==> src/rtl/grant_pkt_builder_if.sv <==
// AXI-Stream master channel carrying serialized GRANT header beats.
interface grant_pkt_builder_if;
    logic [63:0] m_axis_tdata;
    logic        m_axis_tvalid;
    logic        m_axis_tready;
    logic        m_axis_tlast;
    logic [7:0]  m_axis_tkeep;

    modport master (
        output m_axis_tdata,
        output m_axis_tvalid,
        output m_axis_tlast,
        output m_axis_tkeep,
        input  m_axis_tready
    );

    modport slave (
        input  m_axis_tdata,
        input  m_axis_tvalid,
        input  m_axis_tlast,
        input  m_axis_tkeep,
        output m_axis_tready
    );
endinterface

==> src/rtl/grant_pkt_builder.sv <==
// Pops grant entries from a FWFT FIFO and emits a 3-beat GRANT header.
// Define GRANT_DEDUP_EN to drop entries repeating the last sent grant.
module grant_pkt_builder (
    input  logic                 ap_clk,
    input  logic                 ap_rst_n,
    input  logic                 grant_pkt_empty_i,
    output logic                 grant_pkt_read_en_o,
    input  logic [94:0]          grant_pkt_data_i,
    grant_pkt_builder_if.master  m_axis,
    output logic [31:0]          grant_sent_count_o
);

    typedef struct packed {
        logic [13:0] peer_id;
        logic [13:0] local_id;
        logic [31:0] grant_offset;
        logic [31:0] message_length;
        logic [2:0]  prio;
    } entry_t;

    localparam logic [1:0] IDLE  = 2'd0;
    localparam logic [1:0] BEAT0 = 2'd1;
    localparam logic [1:0] BEAT1 = 2'd2;
    localparam logic [1:0] BEAT2 = 2'd3;

    logic [1:0]  state_q;
    logic [1:0]  state_d;
    entry_t      entry_q;
    entry_t      in_entry;
    logic [31:0] cnt_q;
    logic        run_q;
    logic        hs;
    logic        last_hs;
    logic        pop;
    logic        drop;
    logic        accept;

    assign in_entry = entry_t'(grant_pkt_data_i);
    assign hs       = (state_q != IDLE) & m_axis.m_axis_tready;
    assign last_hs  = (state_q == BEAT2) & hs;

    // run_q holds off popping for the first cycle after reset release
    assign pop = run_q & ~grant_pkt_empty_i
               & ((state_q == IDLE) | last_hs);

`ifdef GRANT_DEDUP_EN
    logic [59:0] last_key_q;
    logic        last_vld_q;
    logic [59:0] cmp_key;
    logic        cmp_vld;
    logic [59:0] in_key;

    assign in_key = {in_entry.peer_id, in_entry.local_id,
                     in_entry.grant_offset};

    // a pop on the closing beat must see the packet finishing now
    assign cmp_key = last_hs
                   ? {entry_q.peer_id, entry_q.local_id,
                      entry_q.grant_offset}
                   : last_key_q;
    assign cmp_vld = last_hs | last_vld_q;
    assign drop    = pop & cmp_vld & (in_key == cmp_key);

    always_ff @(posedge ap_clk or negedge ap_rst_n) begin
        if (!ap_rst_n) begin
            last_key_q <= '0;
            last_vld_q <= 1'b0;
        end else if (last_hs) begin
            last_key_q <= {entry_q.peer_id, entry_q.local_id,
                           entry_q.grant_offset};
            last_vld_q <= 1'b1;
        end
    end
`else
    assign drop = 1'b0;
`endif

    assign accept = pop & ~drop;

    always_comb begin
        state_d = state_q;
        unique case (state_q)
            IDLE:  if (accept) state_d = BEAT0;
            BEAT0: if (hs)     state_d = BEAT1;
            BEAT1: if (hs)     state_d = BEAT2;
            BEAT2: if (hs)     state_d = accept ? BEAT0 : IDLE;
            default:           state_d = IDLE;
        endcase
    end

    always_ff @(posedge ap_clk or negedge ap_rst_n) begin
        if (!ap_rst_n) begin
            state_q <= IDLE;
            entry_q <= '0;
            cnt_q   <= '0;
            run_q   <= 1'b0;
        end else begin
            run_q   <= 1'b1;
            state_q <= state_d;
            if (accept)  entry_q <= in_entry;
            if (last_hs) cnt_q   <= cnt_q + 32'd1;
        end
    end

    always_comb begin
        m_axis.m_axis_tdata = '0;
        m_axis.m_axis_tkeep = '0;
        m_axis.m_axis_tlast = 1'b0;
        unique case (state_q)
            BEAT0: begin
                m_axis.m_axis_tdata = {2'b0, entry_q.peer_id,
                                       2'b0, entry_q.local_id,
                                       8'h11, 24'h0};
                m_axis.m_axis_tkeep = 8'hFF;
            end
            BEAT1: begin
                m_axis.m_axis_tdata = {entry_q.grant_offset,
                                       entry_q.message_length};
                m_axis.m_axis_tkeep = 8'hFF;
            end
            BEAT2: begin
                m_axis.m_axis_tdata = {5'b0, entry_q.prio, 56'h0};
                m_axis.m_axis_tkeep = 8'h80;
                m_axis.m_axis_tlast = 1'b1;
            end
            default: ;
        endcase
    end

    assign m_axis.m_axis_tvalid = (state_q != IDLE);
    assign grant_pkt_read_en_o  = pop;
    assign grant_sent_count_o   = cnt_q;

endmodule

==> src/flat_wrapper.sv <==
// flat-port wrapper written by rule: the top's interface ports become plain ports
module grant_pkt_builder_flat 
  (ap_clk, ap_rst_n, grant_pkt_empty_i, grant_pkt_read_en_o, grant_pkt_data_i, grant_sent_count_o, m_axis_m_axis_tdata, m_axis_m_axis_tvalid, m_axis_m_axis_tlast, m_axis_m_axis_tkeep, m_axis_m_axis_tready);
  grant_pkt_builder_if m_axis_i ();
  input  logic ap_clk;
  input  logic ap_rst_n;
  input  logic grant_pkt_empty_i;
  output logic grant_pkt_read_en_o;
  input  logic [94:0] grant_pkt_data_i;
  output logic [31:0] grant_sent_count_o;
  output wire logic [$bits(m_axis_i.m_axis_tdata)-1:0] m_axis_m_axis_tdata;
  output wire logic [$bits(m_axis_i.m_axis_tvalid)-1:0] m_axis_m_axis_tvalid;
  output wire logic [$bits(m_axis_i.m_axis_tlast)-1:0] m_axis_m_axis_tlast;
  output wire logic [$bits(m_axis_i.m_axis_tkeep)-1:0] m_axis_m_axis_tkeep;
  input wire logic [$bits(m_axis_i.m_axis_tready)-1:0] m_axis_m_axis_tready;
  assign m_axis_m_axis_tdata = m_axis_i.m_axis_tdata;
  assign m_axis_m_axis_tvalid = m_axis_i.m_axis_tvalid;
  assign m_axis_m_axis_tlast = m_axis_i.m_axis_tlast;
  assign m_axis_m_axis_tkeep = m_axis_i.m_axis_tkeep;
  assign m_axis_i.m_axis_tready = m_axis_m_axis_tready;
  grant_pkt_builder u_core (.ap_clk(ap_clk), .ap_rst_n(ap_rst_n), .grant_pkt_empty_i(grant_pkt_empty_i), .grant_pkt_read_en_o(grant_pkt_read_en_o), .grant_pkt_data_i(grant_pkt_data_i), .m_axis(m_axis_i), .grant_sent_count_o(grant_sent_count_o));
endmodule
==> config.mk <==
export PLATFORM = sky130hd
export DESIGN_NAME = grant_pkt_builder_flat
export DESIGN_NICKNAME = d
export VERILOG_FILES = /design/src/rtl/grant_pkt_builder_if.sv /design/src/rtl/grant_pkt_builder.sv /design/src/flat_wrapper.sv
export SDC_FILE = /design/constraint.sdc
export NUM_CORES = 1
export LEC_CHECK = 0
export CORE_MARGIN = 10
export CORE_UTILIZATION = 49
export CTS_CLUSTER_DIAMETER = 150
export DETAILED_ROUTE_END_ITERATION = 6
export PLACE_DENSITY = 0.92
export SYNTH_ARGS = -nofsm -noshare
export SYNTH_HDL_FRONTEND = slang
export SYNTH_SLANG_ARGS = --single-unit
==> constraint.sdc <==
create_clock -name ap_clk -period 4.05 [get_ports ap_clk]
set_clock_uncertainty 0.15 [all_clocks]
set_input_delay 1.0125 -clock ap_clk [delete_from_list [all_inputs] [get_ports ap_clk]]
set_output_delay 1.0125 -clock ap_clk [all_outputs]
set_load 0.02 [all_outputs]
==> summary.txt, run 1 <==
Setup path
  • Worst reg2reg startpoint: u_core.state_q[0]$_DFFE_PN0P_
  • Worst Setup Start Kind: input pin
  • Worst setup path startpoint: m_axis_m_axis_tready
  • Capturing point of the worst reg2reg path: u_core.state_q[0]$_DFFE_PN0P_
  • Crit-path max FO: 3
  • Type of the worst setup path: input pin to output pin
  • CP Data Required Time: between 2000 and 3000 ps
  • CP arrival: between 2000 and 3000 ps
  • Setup slack of the worst register-to-register path: about 1300 ps
  • Element type at the critical path end: output pin
  • Reg2reg path depth: 7
  • Worst setup endpoint: grant_pkt_read_en_o

Global route
  • Global-route met2 utilization: 32.6%
  • Global routing usage on met3: 8.70%
  • Pin count of the biggest net entering global routing: 97
  • Aggregate global-route resource usage: between 20 and 25%
  • Most used routing layer in global routing: met2
  • Global-route wire length before repair: 27400 um
  • Number of global-route vias before repair: 5320
  • Overflow left after global routing: 0
  • Met1 layer usage reported by global route: around a quarter
  • Initial antenna violation count: 0

Timing
  • Unrepaired setup endpoints after global routing: false
  • Worst slew pin tran: 981 ps
  • Top achievable clock speed: roughly 260 MHz
  • Time the worst path needs with I/O delays and setup: 3790 ps
  • Final Cycle Share: between 90 and 100%
  • Worst max-slew margin expressed relative to the limit: between 30% and 40%
  • Final setup violating endpoints: 0
  • Worst hold margin: around 310 ps
  • Max-slew violations: 0
  • Setup_tns: 0 ps
  • Final hold violation count: 0

Cells and area
  • Footprint of the multi-input gates: 2420 um2
  • Layout cell share with drive strength beyond 1: 5.83%
  • Inserted Diodes: 0
  • Highest-count cells in the layout ignoring fill and taps: nand2_1, clkdlybuf4s50_1, dfrtp_1
  • Area delta synth->final: 46.3%
  • Core occupancy in the finished layout: 72.4%
  • Filler cells: approximately 840
  • Total number of nets in the final design: 966
  • Most common cell after layout, fill and taps aside: nand2_1
  • Sequential cell area: about 3300 um2

Floorplan
  • I/O Pins: just over 200
  • Floorplan die area: approximately 17000 um2
  • Width of the die: 130 um
  • Standard cell core area: approximately 12000 um2
  • Initial cell density of the core: 49.5%
  • Die Y: between 100 and 150 um
  • Number of placement rows: 40

Pwr
  • Combinational cell fraction of total power: 40.6%
  • Sequential fraction of design power: 33.5%
  • Static Leakage: roughly 4.1 nW
  • Cell Pwr Density: roughly 700 nW/um2
  • Worst supply voltage drop on vdd: about 0.43 mV
  • Sw Pwr: 0.00223 W
  • Clock network power share: 25.9%
  • Internal power of the cells: around 0.0039 W
  • Switching fraction of total power: 36.6%

Clocking
  • Clock Pin Slew Worst Setup and Hold Paths: 50 ps
  • Clock root buffer master: clkbuf_16
  • Number of buffers inserted by post-CTS setup repair: 0
  • Level count of the clock H-tree: 4
  • Count of clock tree sinks: 130
  • Inserted Clock Buffers: 17
  • TritonCTS clock tree: yes
  • Clock latency reported for the late side of the worst-skew pair: 420 ps
  • Resize count post-CTS: 0
  • Number of hold-repair buffers added at the cts stage: 0
  • Max Root-Sink Buffers: 2

Routing
  • Mean routed wirelength per cell: between 15 and 20 um
  • Final Routed Wirelength: around 17000 um
  • Detailed-route DRC error count: 0
  • First-pass iteration count of the detailed router: 5
  • Count of routing violations after the opening detailed-route iteration: approximately 440
  • Count of antenna-violating nets left after detailed routing: 0
  • Routed via count divided by cell count: between 5 and 6
  • Routed via count: approximately 5300

Run status
  • Run status: complete, no violations

Place
  • Number of buffer cells added on primary ports: ~210
  • GP Congestion: about 0.85
  • Detailed placement HPWL: 12000 um

Synthesis
  • #FFs+latches synth: between 100 and 150
  • Synthesized area per cell: about 8.8 um2
  • Warnings, synthesis: 0
  • Number of instances in the synthesized netlist: 672
  • Count of flip-flops with a built-in enable after synthesis: 0
  • Top_reg_cell synth: dfrtp_1
  • Sequential share of the synthesized area: between 50 and 60%
  • Summed instance area of the synthesized netlist: between 5000 and 6000 um2
  • Post-synthesis net count: between 700 and 800
  • Number of distinct standard cells referenced by the synthesized netlist: 34
  • Share of flip-flops with an asynchronous set or reset after synthesis: 100%

Hold path
  • HP Class: flip-flop to flip-flop

Flow run
  • Max_cap viols: 0
[cell families (layout without fill, tap and decap cells)]
kind of cell / count (synthesis) / after routing / share of synthesized area [%]
flops: 130 / 130 / 55.2
xor+xnor: 31 / 31 / 4.61
mux: 1 / 1 / 0.191
other cells: 1 / 1 / 0.0636
simple gates: 421 / 421 / 30.6
compound gates: 34 / 34 / 4.44
fa+ha+maj: 5 / 5 / 1.06
buf+inv: 49 / 252 / 3.84
[sequential cells by signal (all words and copies together), names as in the netlist]
register	count
u_core.entry_q	95
u_core.grant_sent_count_o	32
u_core.state_q	2
u_core.run_q	1
[critical path, cell delays in order]
cell,delay [ps]
clkdlybuf4s50_1,520
nand3b_1,150
a21o_4,260
inv_2,70
clkdlybuf4s50_1,600
[final cells by class]
class	count	area share, %
multi-input cells	493	28.1
flip-flops and latches	130	37.7
inverters	5	0.218
repair buffers	215	24.7
clock inverters	8	1.45
well taps	147	2.13
clock buffers	24	5.70
[worst min-delay path by stage]
stage,cells past startpoint,to,startpoint,slack (ps)
detailed placement,2,u_core.entry_q[8]$_DFFE_PN0P_,u_core.entry_q[8]$_DFFE_PN0P_,300
floorplan,2,u_core.entry_q[13]$_DFFE_PN0P_,u_core.entry_q[13]$_DFFE_PN0P_,290
finish,2,u_core.entry_q[8]$_DFFE_PN0P_,u_core.entry_q[8]$_DFFE_PN0P_,310
global route,2,u_core.entry_q[4]$_DFFE_PN0P_,u_core.entry_q[4]$_DFFE_PN0P_,330
global placement,2,u_core.entry_q[14]$_DFFE_PN0P_,u_core.entry_q[14]$_DFFE_PN0P_,300
CTS,2,u_core.entry_q[8]$_DFFE_PN0P_,u_core.entry_q[8]$_DFFE_PN0P_,320
[routing by layer]
metal / vias up / routed length (um)
met5: - / 0
met4: 0 / 408
met3: 30 / 1630
met2: 216 / 8370
met1: 2530 / 6840
li1: 2517 / -
[stage by stage]
step	power, W	area, um2	setup WS [ps]	std cells
global placement	0.00444	8010	310	990
detailed placement	0.00452	8010	277	990
floorplan	0.00348	5890	889	672
global route	0.00647	8630	236	1022
finish	0.00608	8630	263	1022
CTS	0.00613	8630	271	1022
[power groups by stage]
| stage | Sequential (W) | Combinational (W) | Clock, W |
|---|---|---|---|
| after floorplan | 0.00199 | 0.00150 | 0 |
| after global placement | 0.00201 | 0.00243 | 0 |
| after detailed placement | 0.00204 | 0.00248 | 0 |
| after CTS | 0.00203 | 0.00250 | 0.00160 |
| after global routing | 0.00209 | 0.00271 | 0.00167 |
| final | 0.00204 | 0.00247 | 0.00158 |
[Yosys cell counts, types with 2 or more instances]
library cell | number | area (um2)
nand2_1 | 301 | 1130
dfrtp_1 | 130 | 3250
nor2_1 | 36 | 135
and2_1 | 34 | 213
a22oi_1 | 25 | 188
clkbuf_1 | 24 | 90.1
xnor2_1 | 17 | 149
nand3_1 | 16 | 80.1
xor2_1 | 14 | 123
nor3_1 | 10 | 50.1
buf_4 | 9 | 67.6
nand4_1 | 8 | 50.1
buf_2 | 7 | 35.0
ha_1 | 5 | 62.6
and3_1 | 4 | 25.0
buf_1 | 4 | 15.0
inv_1 | 4 | 15.0
a222oi_1 | 3 | 30.0
a21o_1 | 2 | 15.0
and4_1 | 2 | 17.5
nor4_2 | 2 | 25.0
or4_1 | 2 | 15.0
or4_4 | 2 | 22.5
No activity file was read; power rests on OpenSTA's default activity.
==> run 2: changes to the inputs <==
CORE_UTILIZATION = 45   (was 49)
PLACE_DENSITY = 0.86   (was 0.92)
clock period = 3.53 ns   (was 4.05 ns; I/O delays follow)
==> run 2 against run 1 <==
Against the previous run:
- setup slack worse by 230 ps
- routed wire length rose by 0.38%
- critical path depth did not move
- final cell count increased by 2.4%
- via count decreased by 2.3%
- combinational power up 15%
- sequential power grew 14%
- clock power grew 21%
- worst hold slack worse by 56 ps
- first-iteration DRC count increased by 1.8%
- non-clock buffer count is the same
==> summary.txt, run 2 (synthesized netlist as in run 1, its figures left out) <==
Clocking
  • Inserted Clock Buffers: 17
  • Max Root-Sink Buffers: 2
  • Number of buffers inserted by post-CTS setup repair: 0
  • Clock root buffer master: clkbuf_16
  • Clock latency reported for the late side of the worst-skew pair: between 400 and 500 ps
  • TritonCTS clock tree: yes
  • Clock Pin Slew Worst Setup and Hold Paths: 60 ps
  • Count of clock tree sinks: 130
  • Number of hold-repair buffers added at the cts stage: 0
  • Level count of the clock H-tree: 4

Timing
  • Final hold violation count: 0
  • Worst slew pin tran: 994 ps
  • Top achievable clock speed: ~290 MHz
  • Setup_tns: 0 ps
  • Final Cycle Share: about 99%
  • Max-slew violations: 0
  • Unrepaired setup endpoints after global routing: false
  • Time the worst path needs with I/O delays and setup: between 3000 and 4000 ps
  • Worst max-slew margin expressed relative to the limit: about a third
  • Final setup violating endpoints: 0

Pwr
  • Static Leakage: ~4.3 nW
  • Clock network power share: between 20% and 30%
  • Switching fraction of total power: between 30% and 40%
  • Cell Pwr Density: 807 nW/um2
  • Internal power of the cells: 0.00453 W
  • Combinational cell fraction of total power: approximately two fifths
  • Sw Pwr: 0.00254 W
  • Worst supply voltage drop on vdd: 0.527 mV
  • Sequential fraction of design power: 33.0%

Setup path
  • Buf+Inv Stages, Crit Path: 3
  • Worst setup path startpoint: m_axis_m_axis_tready
  • Worst Setup Start Kind: input pin
  • Maximum single-stage delay on the critical path: ~600 ps
  • Element type at the critical path end: output pin
  • Cell Chain, Critical Path: clkdlybuf4s50_1, nand3b_1, a21o_4, inv_2, clkdlybuf4s50_1
  • Capturing point of the worst reg2reg path: u_core.grant_sent_count_o[22]$_DFFE_PN0P_
  • CP arrival: 2460 ps
  • Crit-path max FO: 2
  • Slowest CP cell: clkdlybuf4s50_1
  • Family of cells with the greatest summed delay on the critical path: buffers and inverters
  • Critical path's most frequent cell: clkdlybuf4s50_1
  • Reg2reg path depth: 7
  • Type of the worst setup path: input pin to output pin
  • CP Data Required Time: 2500 ps
  • Setup slack of the worst register-to-register path: approximately 800 ps
  • Worst reg2reg startpoint: u_core.state_q[1]$_DFFE_PN0P_

Routing
  • Routed via count divided by cell count: 4.94
  • Count of antenna-violating nets left after detailed routing: 0
  • Routed via count: 5169
  • Detailed-routed wire length on met2: 8530 um
  • DRT met1 WL: 6900 um
  • Top routing layer used: met5
  • Detailed-route DRC error count: 0
  • Mean routed wirelength per cell: 16.5 um
  • Count of routing violations after the opening detailed-route iteration: between 400 and 500
  • First-pass iteration count of the detailed router: 5
  • Detailed route wirelength on metal3: between 1500 and 2000 um
  • Final Routed Wirelength: between 15000 and 20000 um

Place
  • Detailed placement HPWL: between 10000 and 15000 um
  • GP Congestion: a little under 0.9
  • Number of buffer cells added on primary ports: between 200 and 250
  • Placed cell areas: 8070 um2

Global route
  • Global-route wire length before repair: between 20000 and 30000 um
  • Aggregate global-route resource usage: about a fifth
  • Overflow left after global routing: 0
  • Pin count of the biggest net entering global routing: 97
  • Initial antenna violation count: 1
  • Number of global-route vias before repair: roughly 5400

Cells and area
  • Biggest register: u_core.entry_q
  • Footprint of the multi-input gates: about 2400 um2
  • Flip-flop count of the largest register, all copies and words added: 95
  • Most common cell after layout, fill and taps aside: nand2_1
  • Layout cell share with drive strength beyond 1: just over 6%
  • Filler cells: 1000
  • Sequential cell area: between 3000 and 4000 um2
  • Inserted Diodes: 0
  • Total number of nets in the final design: just under 1000
  • Area delta synth->final: 48.5%
  • Cell area after layout: roughly 8800 um2
  • Highest-count cells in the layout ignoring fill and taps: nand2_1, clkdlybuf4s50_1, dfrtp_1

Hold path
  • HP Class: input pin to asynchronous set/reset pin

Floorplan
  • Width of the die: around 130 um
  • Number of placement rows: 41
  • Initial cell density of the core: around 46%
  • Die Y: between 100 and 150 um
  • I/O Pins: between 200 and 250
  • Standard cell core area: between 10000 and 15000 um2
  • Floorplan die area: ~18000 um2

Run status
  • Run status: complete, no violations

Flow run
  • Max_cap viols: 0
## run 2: metal layers
layer | track usage (%) | up-vias
met5 | 0 | -
met1 | 21.6 | 2440
li1 | - | 2523
met4 | 6.83 | 2
met2 | 31.7 | 179
met3 | 8.98 | 25
## run 2: how the worst max path moves through the flow
stage,endpoint,slack [ps],cells past startpoint
global route,grant_pkt_read_en_o,10,6
global placement,grant_pkt_read_en_o,90,5
CTS,grant_pkt_read_en_o,6,5
finish,grant_pkt_read_en_o,30,5
floorplan,grant_pkt_read_en_o,620,7
detailed placement,grant_pkt_read_en_o,80,5
## run 2: final cells by class
| class | instances | share of cell area [%] |
|---|---|---|
| inverters | 5 | 0.214 |
| repair buffers | 215 | 25.0 |
| clock buffers | 24 | 5.73 |
| clock inverters | 8 | 1.69 |
| well taps | 172 | 2.46 |
| multi-input cells | 493 | 27.7 |
| flip-flops and latches | 130 | 37.2 |
## run 2: stage by stage
stage          util (%)  cells  power [W]  hold slack (ps)  worst slack, ps
3_3_place_gp       63.4   1015    0.00511              299             94.8
3_5_place_dp       63.4   1015    0.00519              304             75.5
5_1_grt            68.8   1047    0.00752              282             11.6
2_1_floorplan         -    672    0.00400              287              621
6_report           68.8   1047    0.00706              255             32.5
4_1_cts            68.5   1047    0.00714              260             5.78
## run 2: timing repair
| action | 4_1_cts | 5_1_grt |
|---|---|---|
| resized for setup | 1 | 13 |
| endpoints found under the hold margin | 0 | 0 |
| setup endpoints to repair | 2 | 19 |
## run 2: power by group through the flow
stage / clock network [W] / logic (W) / registers [W]
after floorplan: 0 / 0.00172 / 0.00228
after global placement: 0 / 0.00280 / 0.00231
after detailed placement: 0 / 0.00286 / 0.00234
after CTS: 0.00194 / 0.00288 / 0.00232
after global routing: 0.00201 / 0.00311 / 0.00240
final: 0.00191 / 0.00283 / 0.00233
==> run 3: changes to the inputs <==
TNS_END_PERCENT = 1   (was unset)
==> run 3 against run 2 <==
Against the previous run:
- clock-buffer cell count unchanged
- final cell count unchanged
- non-clock buffer count unchanged
- sequential power about the same
- via count down 0.31%
==> summary.txt, run 3 (synthesized netlist as in run 1, its figures left out) <==
Run status
  • Run status: complete, no violations

Timing
  • Max-slew violations: 0
  • Worst max-slew margin expressed relative to the limit: about 34%
  • Unrepaired setup endpoints after global routing: false
  • Time the worst path needs with I/O delays and setup: roughly 3500 ps
  • Slack of the critical path: 32.9 ps
  • Top achievable clock speed: ~290 MHz
  • Final hold violation count: 0
  • Final setup violating endpoints: 0
  • Setup_tns: 0 ps
  • Worst slew pin tran: between 900 and 1000 ps
  • Final Cycle Share: between 90 and 100%

Setup path
  • Slowest CP cell: clkdlybuf4s50_1
  • CP Data Required Time: around 2500 ps
  • Worst reg2reg startpoint: u_core.state_q[1]$_DFFE_PN0P_
  • Critical path's most frequent cell: clkdlybuf4s50_1
  • Cell Chain, Critical Path: clkdlybuf4s50_1, nand3b_1, a21o_4, inv_2, clkdlybuf4s50_1
  • Element type at the critical path end: output pin
  • CP arrival: roughly 2500 ps
  • Reg2reg path depth: 7
  • Family of cells with the greatest summed delay on the critical path: buffers and inverters
  • Maximum single-stage delay on the critical path: 600 ps
  • Setup slack of the worst register-to-register path: about 800 ps
  • Type of the worst setup path: input pin to output pin
  • Capturing point of the worst reg2reg path: u_core.grant_sent_count_o[22]$_DFFE_PN0P_
  • Buf+Inv Stages, Crit Path: 3
  • Crit-path max FO: 2
  • Worst Setup Start Kind: input pin

Pwr
  • Sequential fraction of design power: about a third
  • Cell Pwr Density: slightly above 800 nW/um2
  • Static Leakage: 4.27 nW
  • Switching fraction of total power: a little over a third
  • Clock network power share: 27.0%
  • Combinational cell fraction of total power: between 40% and 50%
  • Internal power of the cells: between 0.004 and 0.005 W
  • Sw Pwr: about 0.0025 W
  • Worst supply voltage drop on vdd: around 0.53 mV

Routing
  • Detailed-route DRC error count: 0
  • Count of antenna-violating nets left after detailed routing: 0
  • Routed via count divided by cell count: about 5
  • First-pass iteration count of the detailed router: 5
  • Routed via count: between 5000 and 6000
  • Final Routed Wirelength: approximately 17000 um
  • Mean routed wirelength per cell: between 15 and 20 um
  • Count of routing violations after the opening detailed-route iteration: ~420

Flow run
  • Max_cap viols: 0

Place
  • Number of buffer cells added on primary ports: about 200
  • Detailed placement HPWL: 12000 um
  • Cell count after placement: around 1000
  • GP Congestion: roughly 0.88
  • Placed cell areas: 8070 um2
  • Worst setup timing slack at the placement stage: between 70 and 80 ps

Global route
  • Number of global-route vias before repair: between 5000 and 6000
  • Overflow left after global routing: 0
  • Initial antenna violation count: 1
  • Pin count of the biggest net entering global routing: 97
  • Aggregate global-route resource usage: between 10% and 20%
  • Global-route wire length before repair: 28000 um

Clocking
  • Clock root buffer master: clkbuf_16
  • Level count of the clock H-tree: 4
  • Number of hold-repair buffers added at the cts stage: 0
  • Clock Pin Slew Worst Setup and Hold Paths: approximately 60 ps
  • Clock latency reported for the late side of the worst-skew pair: around 420 ps
  • Resize count post-CTS: 1
  • Max Root-Sink Buffers: 2
  • Number of buffers inserted by post-CTS setup repair: 0
  • Count of clock tree sinks: 130
  • TritonCTS clock tree: yes
  • Inserted Clock Buffers: 17

Floorplan
  • Standard cell core area: 12700 um2
  • Initial cell density of the core: a little under half
  • I/O Pins: around 210
  • Die Y: around 130 um
  • Width of the die: about 130 um
  • Floorplan die area: between 15000 and 20000 um2
  • Number of placement rows: between 40 and 50

Cells and area
  • Flip-flop count of the largest register, all copies and words added: 95
  • Biggest register: u_core.entry_q
  • Area delta synth->final: 48.3%
  • Highest-count cells in the layout ignoring fill and taps: nand2_1, clkdlybuf4s50_1, dfrtp_1
  • Filler cells: around 1000
  • Final instance count without filler cells: about 1000
  • Cell area after layout: ~9000 um2
  • Inserted Diodes: 0
  • Layout cell share with drive strength beyond 1: under 10%
  • Core occupancy in the finished layout: between 60% and 70%
  • Total number of nets in the final design: ~970
  • Most common cell after layout, fill and taps aside: nand2_1

Hold path
  • HP Class: input pin to asynchronous set/reset pin
-- run 3: final cells by class --
class | count | area, um2 | area share [%]
inverters | 5 | 18.8 | 0.215
clock buffers | 24 | 502 | 5.74
flip-flops and latches | 130 | 3250 | 37.2
clock inverters | 8 | 148 | 1.69
repair buffers | 215 | 2180 | 24.9
multi-input cells | 493 | 2430 | 27.8
well taps | 172 | 215 | 2.46
-- run 3: worst max-delay path by stage --
stage	startpoint	endpoint	slack [ps]	cells after the start
CTS	u_core.state_q[0]$_DFFE_PN0P_	grant_pkt_read_en_o	6	5
detailed placement	m_axis_m_axis_tready	grant_pkt_read_en_o	80	5
finish	m_axis_m_axis_tready	grant_pkt_read_en_o	30	5
global placement	m_axis_m_axis_tready	grant_pkt_read_en_o	90	5
floorplan	u_core.state_q[0]$_DFFE_PN0P_	grant_pkt_read_en_o	620	7
global route	u_core.state_q[1]$_DFFE_PN0P_	m_axis_m_axis_tdata[54]	5	6
-- run 3: power groups by stage --
stage / registers [W] / logic, W / clock network (W)
finish: 0.00233 / 0.00283 / 0.00190
global route: 0.00240 / 0.00311 / 0.00201
CTS: 0.00232 / 0.00288 / 0.00194
detailed placement: 0.00234 / 0.00286 / 0
global placement: 0.00231 / 0.00280 / 0
floorplan: 0.00228 / 0.00172 / 0
-- run 3: metal layers --
layer	GRT usage (%)	up-vias	wire length [um]
met5	0	-	13
met3	8.98	25	1670
met4	6.83	2	243
met2	31.7	179	8510
li1	-	2520	-
met1	21.6	2427	6870
-- run 3: through the flow --
| stage | power [W] | hold slack [ps] |
|---|---|---|
| floorplan | 0.00400 | 287 |
| global placement | 0.00511 | 299 |
| detailed placement | 0.00519 | 304 |
| CTS | 0.00714 | 260 |
| global route | 0.00752 | 282 |
| finish | 0.00706 | 256 |
